<file path="src/rtl/mips_pkg.sv">
`default_nettype none
// ============================================================================
// Module   : mips_pkg
// Purpose  : Shared definitions for the pipelined MIPS core. Holds the
//            control-bundle layout, the ALU operation encodings and the
//            bubble (no-op) constants.
// Contents : ctrl_t        packed control bundle
//                          {regwrite, memread, memwrite, memtoreg, alusrc, regdst}
//            CTRL_*        bit indices into the 6-bit control bundle
//            alucon_t      4-bit ALU operation code
//            ALU_*         ALU operation encodings
//            CTRL_BUBBLE   control bundle of an inserted bubble
// Revision : 1.0  initial release
// ============================================================================
package mips_pkg;

  localparam int CTRL_W        = 6;
  localparam int CTRL_REGWRITE = 5;
  localparam int CTRL_MEMREAD  = 4;
  localparam int CTRL_MEMWRITE = 3;
  localparam int CTRL_MEMTOREG = 2;
  localparam int CTRL_ALUSRC   = 1;
  localparam int CTRL_REGDST   = 0;

  typedef struct packed {
    logic regwrite;
    logic memread;
    logic memwrite;
    logic memtoreg;
    logic alusrc;
    logic regdst;
  } ctrl_t;

  typedef logic [3:0] alucon_t;

  localparam alucon_t ALU_NOP = 4'b0000;
  localparam alucon_t ALU_AND = 4'b0000;
  localparam alucon_t ALU_OR  = 4'b0001;
  localparam alucon_t ALU_ADD = 4'b0010;
  localparam alucon_t ALU_SUB = 4'b0110;
  localparam alucon_t ALU_SLT = 4'b0111;

  localparam logic [CTRL_W-1:0] CTRL_BUBBLE = '0;

endpackage : mips_pkg
`default_nettype wire

</file>
<file path="src/rtl/id_ex_stage_fwd_mux.sv">
`default_nettype none
// ============================================================================
// Module   : fwd_mux
// Purpose  : Single-operand forwarding selector. Picks the newest in-flight
//            value of a source register: EX/MEM beats MEM/WB, which beats the
//            value read from the register file. Register 0 never forwards.
// Ports    : reg_i           source register number held in EX
//            regval_i        register-file value captured with it
//            mem_regwrite_i  EX/MEM writes a register
//            mem_rd_i        EX/MEM destination
//            mem_result_i    EX/MEM ALU result
//            wb_regwrite_i   MEM/WB writes a register
//            wb_rd_i         MEM/WB destination
//            wb_result_i     MEM/WB writeback value
//            val_o           forwarded operand
// Revision : 1.0  initial release
// ============================================================================
module fwd_mux #(
  parameter int WIDTH = 32,
  parameter int RA    = 5
) (
  input  logic [RA-1:0]    reg_i,
  input  logic [WIDTH-1:0] regval_i,
  input  logic             mem_regwrite_i,
  input  logic [RA-1:0]    mem_rd_i,
  input  logic [WIDTH-1:0] mem_result_i,
  input  logic             wb_regwrite_i,
  input  logic [RA-1:0]    wb_rd_i,
  input  logic [WIDTH-1:0] wb_result_i,
  output logic [WIDTH-1:0] val_o
);

  logic w_nonzero;
  logic w_hit_mem;
  logic w_hit_wb;

  assign w_nonzero = (reg_i != '0);
  assign w_hit_mem = w_nonzero & mem_regwrite_i & (mem_rd_i == reg_i);
  assign w_hit_wb  = w_nonzero & wb_regwrite_i  & (wb_rd_i  == reg_i);

  always_comb begin
    val_o = regval_i;
    if (w_hit_mem) begin
      val_o = mem_result_i;
    end else if (w_hit_wb) begin
      val_o = wb_result_i;
    end
  end

endmodule : fwd_mux
`default_nettype wire

</file>
<file path="src/rtl/id_ex_stage.sv">
`default_nettype none
// ============================================================================
// Module   : id_ex_stage
// Purpose  : ID/EX pipeline register plus EX operand selection. Captures
//            decoded operands/control, forwards from MEM and WB, drives the
//            ALU operands, and detects load-use hazards (one bubble).
// Ports    : id_*            decoded instruction from ID
//            stall           external hold (freezes this register)
//            flush           branch/jump kill (loads a bubble)
//            mem_*, wb_*     forwarding sources
//            SrcA/SrcB       ALU operands, ALUcon registered ALU op
//            ex_store_data   forwarded rt (store data)
//            ex_wreg         selected destination register
//            ex_ctrl         {regwrite, memread, memwrite, memtoreg}
//            ex_valid        EX holds a real instruction
//            hazard_stall    load-use hazard, front end must hold
// Revision : 1.0  initial release
// ============================================================================
module id_ex_stage
  import mips_pkg::*;
#(
  parameter int WIDTH = 32,
  parameter int RA    = 5
) (
  input  logic             clk,
  input  logic             rst_n,
  input  logic [WIDTH-1:0] id_rd1,
  input  logic [WIDTH-1:0] id_rd2,
  input  logic [WIDTH-1:0] id_imm,
  input  logic [RA-1:0]    id_rs,
  input  logic [RA-1:0]    id_rt,
  input  logic [RA-1:0]    id_rd,
  input  logic [3:0]       id_alucon,
  input  logic [5:0]       id_ctrl,
  input  logic             id_valid,
  input  logic             stall,
  input  logic             flush,
  input  logic             mem_regwrite,
  input  logic [RA-1:0]    mem_rd,
  input  logic [WIDTH-1:0] mem_result,
  input  logic             wb_regwrite,
  input  logic [RA-1:0]    wb_rd,
  input  logic [WIDTH-1:0] wb_result,
  output logic [WIDTH-1:0] SrcA,
  output logic [WIDTH-1:0] SrcB,
  output logic [3:0]       ALUcon,
  output logic [WIDTH-1:0] ex_store_data,
  output logic [RA-1:0]    ex_wreg,
  output logic [3:0]       ex_ctrl,
  output logic             ex_valid,
  output logic             hazard_stall
);

  // regdst is consumed at capture time (wreg selection), so only the upper
  // five control bits are carried into EX.
  localparam int CTRL_Q_W = CTRL_W - 1;

  ctrl_t w_id_ctrl;
  assign w_id_ctrl = ctrl_t'(id_ctrl);

  logic [WIDTH-1:0]    rd1_q,    rd1_d;
  logic [WIDTH-1:0]    rd2_q,    rd2_d;
  logic [WIDTH-1:0]    imm_q,    imm_d;
  logic [RA-1:0]       rs_q,     rs_d;
  logic [RA-1:0]       rt_q,     rt_d;
  logic [RA-1:0]       wreg_q,   wreg_d;
  logic [3:0]          alucon_q, alucon_d;
  logic [CTRL_Q_W-1:0] ctrl_q,   ctrl_d;
  logic                valid_q,  valid_d;

  // ctrl_q bit positions are the bundle indices shifted down by one.
  logic w_ex_memread;
  logic w_ex_alusrc;
  logic w_hazard;

  assign w_ex_memread = ctrl_q[CTRL_MEMREAD - 1];
  assign w_ex_alusrc  = ctrl_q[CTRL_ALUSRC - 1];

  // rt only counts as a source when the instruction does not use the
  // immediate for operand B.
  assign w_hazard = valid_q & w_ex_memread & id_valid & (wreg_q != '0) &
                    ((wreg_q == id_rs) | ((wreg_q == id_rt) & ~w_id_ctrl.alusrc));

  always_comb begin
    rd1_d    = rd1_q;
    rd2_d    = rd2_q;
    imm_d    = imm_q;
    rs_d     = rs_q;
    rt_d     = rt_q;
    wreg_d   = wreg_q;
    alucon_d = alucon_q;
    ctrl_d   = ctrl_q;
    valid_d  = valid_q;
    if (flush || (!stall && w_hazard)) begin
      rd1_d    = '0;
      rd2_d    = '0;
      imm_d    = '0;
      rs_d     = '0;
      rt_d     = '0;
      wreg_d   = '0;
      alucon_d = ALU_NOP;
      ctrl_d   = CTRL_BUBBLE[CTRL_W-1:1];
      valid_d  = 1'b0;
    end else if (!stall) begin
      rd1_d    = id_rd1;
      rd2_d    = id_rd2;
      imm_d    = id_imm;
      rs_d     = id_rs;
      rt_d     = id_rt;
      wreg_d   = w_id_ctrl.regdst ? id_rd : id_rt;
      alucon_d = id_alucon;
      ctrl_d   = id_ctrl[CTRL_W-1:1];
      valid_d  = id_valid;
    end
  end

  always_ff @(posedge clk or negedge rst_n) begin
    if (!rst_n) begin
      rd1_q    <= '0;
      rd2_q    <= '0;
      imm_q    <= '0;
      rs_q     <= '0;
      rt_q     <= '0;
      wreg_q   <= '0;
      alucon_q <= ALU_NOP;
      ctrl_q   <= CTRL_BUBBLE[CTRL_W-1:1];
      valid_q  <= 1'b0;
    end else begin
      rd1_q    <= rd1_d;
      rd2_q    <= rd2_d;
      imm_q    <= imm_d;
      rs_q     <= rs_d;
      rt_q     <= rt_d;
      wreg_q   <= wreg_d;
      alucon_q <= alucon_d;
      ctrl_q   <= ctrl_d;
      valid_q  <= valid_d;
    end
  end

  logic [WIDTH-1:0] w_fwd_a;
  logic [WIDTH-1:0] w_fwd_b;

  fwd_mux #(.WIDTH(WIDTH), .RA(RA)) u_fwd_a (
    .reg_i          (rs_q),
    .regval_i       (rd1_q),
    .mem_regwrite_i (mem_regwrite),
    .mem_rd_i       (mem_rd),
    .mem_result_i   (mem_result),
    .wb_regwrite_i  (wb_regwrite),
    .wb_rd_i        (wb_rd),
    .wb_result_i    (wb_result),
    .val_o          (w_fwd_a)
  );

  fwd_mux #(.WIDTH(WIDTH), .RA(RA)) u_fwd_b (
    .reg_i          (rt_q),
    .regval_i       (rd2_q),
    .mem_regwrite_i (mem_regwrite),
    .mem_rd_i       (mem_rd),
    .mem_result_i   (mem_result),
    .wb_regwrite_i  (wb_regwrite),
    .wb_rd_i        (wb_rd),
    .wb_result_i    (wb_result),
    .val_o          (w_fwd_b)
  );

  assign SrcA          = w_fwd_a;
  assign SrcB          = w_ex_alusrc ? imm_q : w_fwd_b;
  assign ex_store_data = w_fwd_b;
  assign ALUcon        = alucon_q;
  assign ex_wreg       = wreg_q;
  assign ex_ctrl       = valid_q ? ctrl_q[CTRL_Q_W-1:1] : 4'b0000;
  assign ex_valid      = valid_q;
  assign hazard_stall  = w_hazard;

endmodule : id_ex_stage
`default_nettype wire

</file>
<file path="config.mk">
export PLATFORM = sky130hd
export DESIGN_NAME = id_ex_stage
export DESIGN_NICKNAME = d
export VERILOG_FILES = /design/src/rtl/mips_pkg.sv /design/src/rtl/id_ex_stage_fwd_mux.sv /design/src/rtl/id_ex_stage.sv
export SDC_FILE = /design/constraint.sdc
export NUM_CORES = 1
export LEC_CHECK = 0
export CAP_MARGIN = 10
export CORE_ASPECT_RATIO = 0.7
export CORE_MARGIN = 1.5
export CORE_UTILIZATION = 40
export CTS_BUF_LIST = sky130_fd_sc_hd__clkbuf_8
export DETAILED_ROUTE_END_ITERATION = 8
export GPL_TIMING_DRIVEN = 0
export PLACE_DENSITY = 0.79
export SKIP_CTS_REPAIR_TIMING = 1
export SLEW_MARGIN = 20
export SYNTH_ARGS = -nofsm -noshare
export SYNTH_HDL_FRONTEND = slang
export SYNTH_SLANG_ARGS = --single-unit
</file>
<file path="constraint.sdc">
create_clock -name clk -period 2.71 [get_ports clk]
set_clock_uncertainty 0.1 [all_clocks]
set_input_delay 0.542 -clock clk [delete_from_list [all_inputs] [get_ports clk]]
set_output_delay 0.542 -clock clk [all_outputs]
set_load 0.01 [all_outputs]
</file>
---- After elaboration in Yosys (flattened, before gate mapping) ----
Index checks and enable logic that the tools add are counted.
storage, ports and cells
  input bits .............................. 202
  flip-flop bits (word level) ............. 121
  logic and storage cells ................. 62
  output and inout bits ................... 111
cells by class
  eq/ne operators ......................... 7
  bitwise operators ....................... 15
  reductions and logical operators ........ 6
  mux-type cells .......................... 25
operators with widths
  operator              count
  $mux W32              11
  $mux W5               9
  $eq A5 B5 Y1          6
  $reduce_bool A5 Y1    3
  $and A1 B1 Y1         13
  $mux W4               3
  $mux W1               2
  $ne A2 B1 Y1 const B  1
  $logic_and A1 B1 Y1   1
  $logic_not A1 Y1      1
  $logic_or A1 B1 Y1    1
  $not A1 Y1            1
  $or A1 B1 Y1          1

---- Depth between registers and ports, before layout ----
Gate-level depths: netlist (run 1).
  word-level depth ........................ 7
  gate-level depth with buffers ........... 8
  mapped depth without buffers ............ 6

---- Hierarchy ----
Synthesis (run 1) repeated with hierarchy kept, for this count alone.
unflattened totals
  cells, all modules ...................... 979
  area total of the unflattened synthesis .. 8,072.7 um2
modules (own cells, without submodules)
  module       area each (um2)  sequential area each (um2)  times used  cells each
  id_ex_stage  6,175.9          3,027.9                     1           641
  fwd_mux      948.4            0.0                         2           169

---- Worst setup path before layout (run 1) ----
OpenSTA, ideal clock, no wires.
  path kind ............................... register -> output
  from .................................... register rt_q[0]
  to ...................................... output port SrcB[10]
  required time ........................... 2.068 ns
  data arrival time ....................... 2.113 ns
  setup slack ............................. -0.045 ns
  buffers on the path ..................... 1
  stages on the path, launching flop included .. 7
  cells stage by stage .................... dfrtp_1 > or4_4 > o211ai_4 > clkbuf_1 > nor3_1 > a31oi_1 > mux2_2
on the way
  cells in the longest elaborated chain, start to end .. 6
  elaborated cells on any way between the ends .. 10
  classes of those cells .................. 2 x eq/ne; 3 x mux; 4 x bitwise; 1 x reduce/logical
RTL lines
  item                         RTL line                   RTL
  start: declaration           id_ex_stage.sv:65          logic [RA-1:0] rt_q, rt_d;
  start signal: assignment     id_ex_stage.sv:133         rt_q <= rt_d;
  $reduce_bool A5 Y1           id_ex_stage_fwd_mux.sv:37  assign w_nonzero = (reg_i != '0);
  $and A1 B1 Y1 (2 in series)  id_ex_stage_fwd_mux.sv:39  assign w_hit_wb = w_nonzero & wb_regwrite_i & (wb_rd_i == reg_i);
  $mux W32                     id_ex_stage_fwd_mux.sv:45  end else if (w_hit_wb) begin
  $mux W32 *                   id_ex_stage_fwd_mux.sv:43  if (w_hit_mem) begin
  named net ex_store_data[10]  id_ex_stage.sv:47          output logic [WIDTH-1:0] ex_store_data,
  $mux W32 *                   id_ex_stage.sv:169         assign SrcB = w_ex_alusrc ? imm_q : w_fwd_b;
  end: declaration             id_ex_stage.sv:45          output logic [WIDTH-1:0] SrcB,
The timed path passes the listed nets; every way through them passes the cells marked *.

---- Worst setup path after layout (run 1) ----
  from .................................... input port wb_rd[0]
  to ...................................... output port SrcB[6]
on the way
  cells in the longest elaborated chain, start to end .. 5
RTL lines
  item                RTL line                   RTL
  start: declaration  id_ex_stage.sv:42          input logic [RA-1:0] wb_rd,
  $eq A5 B5 Y1        id_ex_stage_fwd_mux.sv:39
  $and A1 B1 Y1       id_ex_stage_fwd_mux.sv:39
  $mux W32            id_ex_stage_fwd_mux.sv:45
  $mux W32            id_ex_stage_fwd_mux.sv:43
  $mux W32            id_ex_stage.sv:169
Every way passes these cells.

==> impl_metrics.toml, run 1 <==
[place]
gp_congestion = 0.9492
dpl.hpwl_mm = 25.63
io_buffers = 311

[setup_path]
worstReg2RegStart = "ex_wreg[0]"
worst-r2r-setup-slack_ns = 0.10
timing.rr.end = "ex_wreg[2]"
critPathArrivalTime_ns = 2.96
endpoint_kind = "output pin"
crit_type = "in -> out"
reg2reg_depth = 8
crit_fanout = 10
worstPathRequired_ns = 2.07
start_kind = "primary input"

[sta]
slew_headroom = 0.3550
setup_viol = 97
final.setup.tns_ns = -59.53
maxSlewViolCount = 0
rsz0062_at_grt = "true"
setup_slack_ns = -0.8945
fin_crit_ns = 3.604
hold_viol = 0
fmax_mhz = 277.4
max_slew.worst_pin.slew_ns = 0.9676
whs_ns = 0.3963
fin_crit_sh = 1.330

[logic_synthesis]
postSynthAreaPerCell_um2 = 8.754
netlist_instances = 844
syn-num-nets = 1046
synth-edff-count = 0
yosysSeqAreaShare = 0.4098
synth.yosys.warnings = 0
synth_cell_types = 41
synthFlopType = "dfrtp_1"
synth-seq-cells = 121
async_reset_ff_frac = 1.000
syn_area_um2 = 7388

[floorplan]
io_pins = 313
initial_core_util = 0.4092
die_w_um = 165.4
die_h_um = 116.7
core_um2 = 18060
rows = 41
dieArea_um2 = 19310

[outcome]
violations = "setup timing"
status = "complete, but fails checks"

[layout]
layout-drive-gt1-share = 0.2907
nets = 1432
final_common_cell = "clkdlybuf4s50_1"
syn_to_final_growth_pct = 72.77
final_cell_mix = "clkdlybuf4s50_1, nand2_1, dfrtp_1"
final.fill_count = 1357
insertedDiodeCount = 0

[global_route]
grt_pass1_wl_mm = 47.07
gr-total-overflow = 0
grt_pass1_vias = 7985
antenna_found_initial = 1
grt_start_max_net_pins = 62
grtUsageTotal = 0.3332

[power]
switching_power_uw = 1677
seq_power_share = 0.364
power_density_nw_per_um2 = 432.8
leakage_uw = 0.005386
pwr-share-clk = 0.353
p_comb_frac = 0.283
ir_worst_vdd_mv = 0.2518
switching_share = 0.3036
p_int_uw = 3847

[hold_path]
hp-class = "reg -> reg"
hold_end = "imm_q[28]"
hp-start = "imm_q[28]"
hold_path_depth = 1

[cts]
cts_buffers = 17
clock_latency_ns = 0.45
cts_tree = "built"
clkTransAtPathRegs_ns = 0.07
ctsHtreeMaxLevel = 4
cts_sinks = 121
clockBufferDepth = 2
cts_root_buf = "clkbuf_8"

[routing]
via_per_inst = 6.024
drcViolationCount = 0
dr.pass1.iters = 5
route.vias.total = 8903
drt_wl_total_mm = 34.90
drt_iter0_markers = 1082
wl_per_cell_um = 23.61
ant_nets = 0

[job]
cap_violations = 0
==> synthesized netlist by cell type (4+ instances only) <==
library cell / n / share of area
nand2_1: 182 / 0.092
and2_1: 4 / 0.0034
a31oi_1: 26 / 0.022
o22ai_1: 74 / 0.063
clkbuf_1: 72 / 0.037
o21ai_0: 32 / 0.022
mux2i_1: 37 / 0.050
a32o_1: 41 / 0.056
dfrtp_1: 121 / 0.41
mux2_2: 26 / 0.040
o31ai_1: 32 / 0.033
o32ai_1: 5 / 0.0059
xnor2_1: 17 / 0.020
buf_2: 12 / 0.0081
or3b_2: 11 / 0.013
nor3_1: 27 / 0.018
nand4_1: 4 / 0.0034
and3_1: 32 / 0.027
buf_1: 4 / 0.0020
a221oi_1: 6 / 0.0071
xor2_1: 13 / 0.015
nand3_1: 26 / 0.018
nor2_1: 17 / 0.0086
==> worst max-delay path, cell delays in order <==
cell	delay [ns]
clkdlybuf4s50_1	0.47
xnor2_1	0.23
nand4_1	0.10
buf_4	0.21
clkbuf_1	0.29
o31ai_1	0.49
a31oi_4	0.18
mux2_4	0.31
clkbuf_2	0.14
==> power by group through the flow <==
stage / Sequential [µW] / Combinational, µW / Clock [µW]
after floorplan: 1990 / 559 / 0
after global placement: 2030 / 1320 / 0
after detailed placement: 2030 / 1340 / 0
after CTS: 2000 / 1350 / 1940
after global routing: 2020 / 1650 / 2020
final: 2010 / 1560 / 1950
==> worst max-delay path by stage <==
| stage | from | end |
|---|---|---|
| floorplan | rt_q[0] | SrcB[10] |
| global route | rt_q[4] | SrcB[6] |
| CTS | wb_rd[3] | SrcB[22] |
| detailed placement | wb_rd[3] | SrcB[22] |
| finish | wb_rd[0] | SrcB[6] |
| global placement | rst_n | ALUcon[1] |
==> per-stage QoR <==
| step | utilization | total power [µW] | instance area (µm²) | setup WS, ns | instances |
|---|---|---|---|---|---|
| 2_1_floorplan | - | 2553 | 7480 | -0.02300 | 844 |
| 3_3_place_gp | 0.6030 | 3348 | 10890 | -3.781 | 1391 |
| 3_5_place_dp | 0.6050 | 3373 | 10930 | -1.831 | 1392 |
| 4_1_cts | 0.6305 | 5285 | 11380 | -1.847 | 1423 |
| 5_1_grt | 0.7069 | 5693 | 12760 | -1.019 | 1478 |
| 6_report | 0.7069 | 5524 | 12760 | -0.8945 | 1478 |
==> area by class of cell <==
cell class	instances	area, µm²	area share
multi-input cells	630	4927	0.3860
flip-flops and latches	121	3038	0.2380
inverters	2	15.01	0.001176
repair buffers	373	3503	0.2745
plain buffers	85	526.8	0.04127
clock inverters	12	197.7	0.01549
clock buffers	19	261.5	0.02049
well taps	236	295.3	0.02313
==> state kept, by name (all words and copies together), names as in the netlist <==
name      flops
imm_q        32
rd1_q        32
rd2_q        32
ctrl_q        5
ex_wreg       5
rs_q          5
rt_q          5
ALUcon        4
ex_valid      1
==> layer usage <==
metal,track usage,vias to the layer above,routed length [µm]
met1,0.4606,4274,13810
li1,-,3899,-
met3,0.07670,118,3769
met4,0.1464,0,1466
met2,0.4994,612,15850
met5,0,-,0
==> cell families (layout without fill, tap and decap cells) <==
logic type | Yosys count | in the layout | synth area share
mux | 63 | 63 | 0.08975
buf+inv | 93 | 491 | 0.05233
flops | 121 | 121 | 0.4098
compound gates | 220 | 220 | 0.2137
simple gates | 317 | 317 | 0.1988
xor+xnor | 30 | 30 | 0.03556
Note: power is estimated with default switching activity, not from simulation.
==> run 2: changes to the inputs <==
--- a/config.mk
+++ b/config.mk
@@ -6,8 +6,9 @@
 export NUM_CORES = 1
 export LEC_CHECK = 0
+export ABC_AREA = 1
 export CAP_MARGIN = 10
 export CORE_ASPECT_RATIO = 0.7
 export CORE_MARGIN = 1.5
-export CORE_UTILIZATION = 40
+export CORE_UTILIZATION = 42
 export CTS_BUF_LIST = sky130_fd_sc_hd__clkbuf_8
 export DETAILED_ROUTE_END_ITERATION = 8
--- a/constraint.sdc
+++ b/constraint.sdc
@@ -3,3 +3,3 @@
 set_input_delay 0.542 -clock clk [delete_from_list [all_inputs] [get_ports clk]]
 set_output_delay 0.542 -clock clk [all_outputs]
-set_load 0.01 [all_outputs]
+set_load 0.1 [all_outputs]
==> impl_metrics.toml, run 2 <==
[sta]
rsz0062_at_grt = "true"
maxSlewViolCount = 0
setup_viol = 97
fin_crit_sh = 1.113
hold_viol = 0
fmax_mhz = 331.7
fin_crit_ns = 3.015
setup_slack_ns = -0.3050
max_slew.worst_pin.slew_ns = 0.9821
slew_headroom = 0.3432

[setup_path]
endpoint_kind = "output pin"
crit_type = "reg -> out"
slowest_delay_ns = 0.42
crit_fanout = 7
crit_chain = "inv_2 > nand2_1 > nand4_1 > nor2_4 > buf_12 > nand2_8 > buf_8 > nand3_1 > nand3_1 > nand2_2 > buf_12"
crit_slowest_cell = "dfrtp_1"
critPathArrivalTime_ns = 2.37
crit_family = "simple AND/OR/NAND/NOR gates"
start_kind = "register"
worstPathRequired_ns = 2.07
critPathBufInv = 4

[floorplan]
io_pins = 313
rows = 43
core_um2 = 20070
dieArea_um2 = 21610
die_w_um = 175.1
initial_core_util = 0.4337
die_h_um = 123.4

[logic_synthesis]
synth-seq-cells = 121
netlist_instances = 1399
postSynthAreaPerCell_um2 = 6.221
synth.yosys.warnings = 0
syn-num-nets = 1601
synth_top_cell_by_area = "dfrtp_1"
yosysTopAreaCellShare = 0.3479
yosysMostFrequentCell = "nand2_1"
yosysSeqAreaShare = 0.3479
synth-edff-count = 0
synthFlopType = "dfrtp_1"
syn_area_um2 = 8703
synth_cell_types = 26
async_reset_ff_frac = 1.000
synth_area_leaders = "dfrtp_1, nand2_1, nand3_1"
synth_commonest_cells = "nand2_1, nand3_1, inv_1"

[layout]
utilization = 0.7586
insertedDiodeCount = 0
syn_to_final_growth_pct = 74.91
top_regs = "imm_q (32), rd1_q (32), rd2_q (32)"
final_common_cell = "nand2_1"
final_cells = 2036
fin_area_um2 = 15220
nets = 1955
final_cell_mix = "nand2_1, clkdlybuf4s50_1, nand3_1"
layout-drive-gt1-share = 0.2644

[cts]
clock_latency_ns = 0.45
cts_sinks = 121
clkTransAtPathRegs_ns = 0.08
clockBufferDepth = 2
ctsHtreeMaxLevel = 4
cts_root_buf = "clkbuf_8"
cts_tree = "built"
cts_buffers = 17

[global_route]
grtUsageTotal = 0.3275
antenna_found_initial = 1
gr-total-overflow = 0
grt_start_max_net_pins = 69
grt_pass1_vias = 9887
grt_pass1_wl_mm = 53.35

[routing]
drt_iter0_markers = 1174
route.vias.total = 11130
drt_wl_total_mm = 39.27
ant_nets = 0
dr.pass1.iters = 6
drcViolationCount = 0
wl_per_cell_um = 19.29
via_per_inst = 5.465

[outcome]
status = "complete, but fails checks"
violations = "setup timing"

[place]
dp_slack_ns = -1.767
gp_congestion = 0.9503
io_buffers = 311
dpl.hpwl_mm = 27.62
dp.cells = 1981
dpl_cell_area_um2 = 12220

[job]
cap_violations = 0

[power]
leakage_uw = 0.007945
power_density_nw_per_um2 = 466.5
ir_worst_vdd_mv = 0.2776
power_uw = 7102

[hold_path]
hp-class = "reg -> reg"
-- run 2: cell types whose count changed in the layout (fill, tap and decap cells not counted), sizes merged, moves of 63 or more --
cell / previous run / this run
inv: 4 / 179
nand2: 182 / 484
nand3: 26 / 260
nand3b: 0 / 63
nor2: 18 / 130
o22ai: 74 / 6
-- run 2: path summary, 6_finish.rpt --
path | end | startpoint | slack, ns | cells past startpoint
worst min-delay path | imm_q[1] | imm_q[1] | 0.38 | 2
worst min register to register | imm_q[1] | imm_q[1] | 0.38 | 2
min in group asynchronous | ALUcon[3] | rst_n | 0.53 | 2
max in group asynchronous | rs_q[3] | rst_n | 1.22 | 3
worst max register to register | imm_q[17] | ex_wreg[4] | 0.80 | 9
worst max-delay path | SrcB[15] | rt_q[4] | -0.30 | 11
-- run 2: cell families after synthesis --
kind of cell / Yosys count / share of synthesized area
DFF: 121 / 0.3479
xor gates and xnor gates: 6 / 0.006038
and+or+nand+nor: 977 / 0.5004
buffers and inverters: 273 / 0.1315
AOI/OAI and AO/OA: 22 / 0.01409
-- run 2: cell type report --
type | count | area, µm²
inverters | 181 | 699.4
repair buffers | 338 | 4442
multi-input cells | 1005 | 5600
plain buffers | 89 | 661.9
flip-flops and latches | 121 | 3038
clock inverters | 14 | 196.4
fillers | 1516 | 4845
clock buffers | 18 | 247.7
well taps | 270 | 337.8
-- run 2: where the power goes --
part | leakage [µW] | internal [µW] | switching, µW | total [µW]
registers | 0.00158 | 1920 | 97.8 | 2020
logic | 0.00616 | 1190 | 2020 | 3200
clock network | 0.000204 | 1030 | 847 | 1880
total | 0.00795 | 4140 | 2960 | 7100
-- run 2: through the flow --
| step | TNS (ns) | hold WS, ns |
|---|---|---|
| final | -18.50 | 0.3842 |
| after global routing | -25.24 | 0.3980 |
| after CTS | -143.78 | -0.04485 |
| after detailed placement | -157.92 | 0.3654 |
| after global placement | -623.24 | 0.3613 |
| after floorplan | 0 | 0.1464 |
-- run 2: worst register-to-register path: cells and delay by family (launching register included) --
kind,cells,cell delay (ns)
AOI/OAI and AO/OA,1,0.15
buffers and inverters,2,0.35
DFF,1,0.47
and+or+nand+nor,6,0.73
-- run 2: layer usage --
layer  up-vias  GRT usage  wire length (µm)
met2       652     0.5208             18430
met5         -          0                13
met1      5338     0.4395             16020
li1       5044          -                 -
met3        90    0.08887              3844
met4         2    0.09295               961
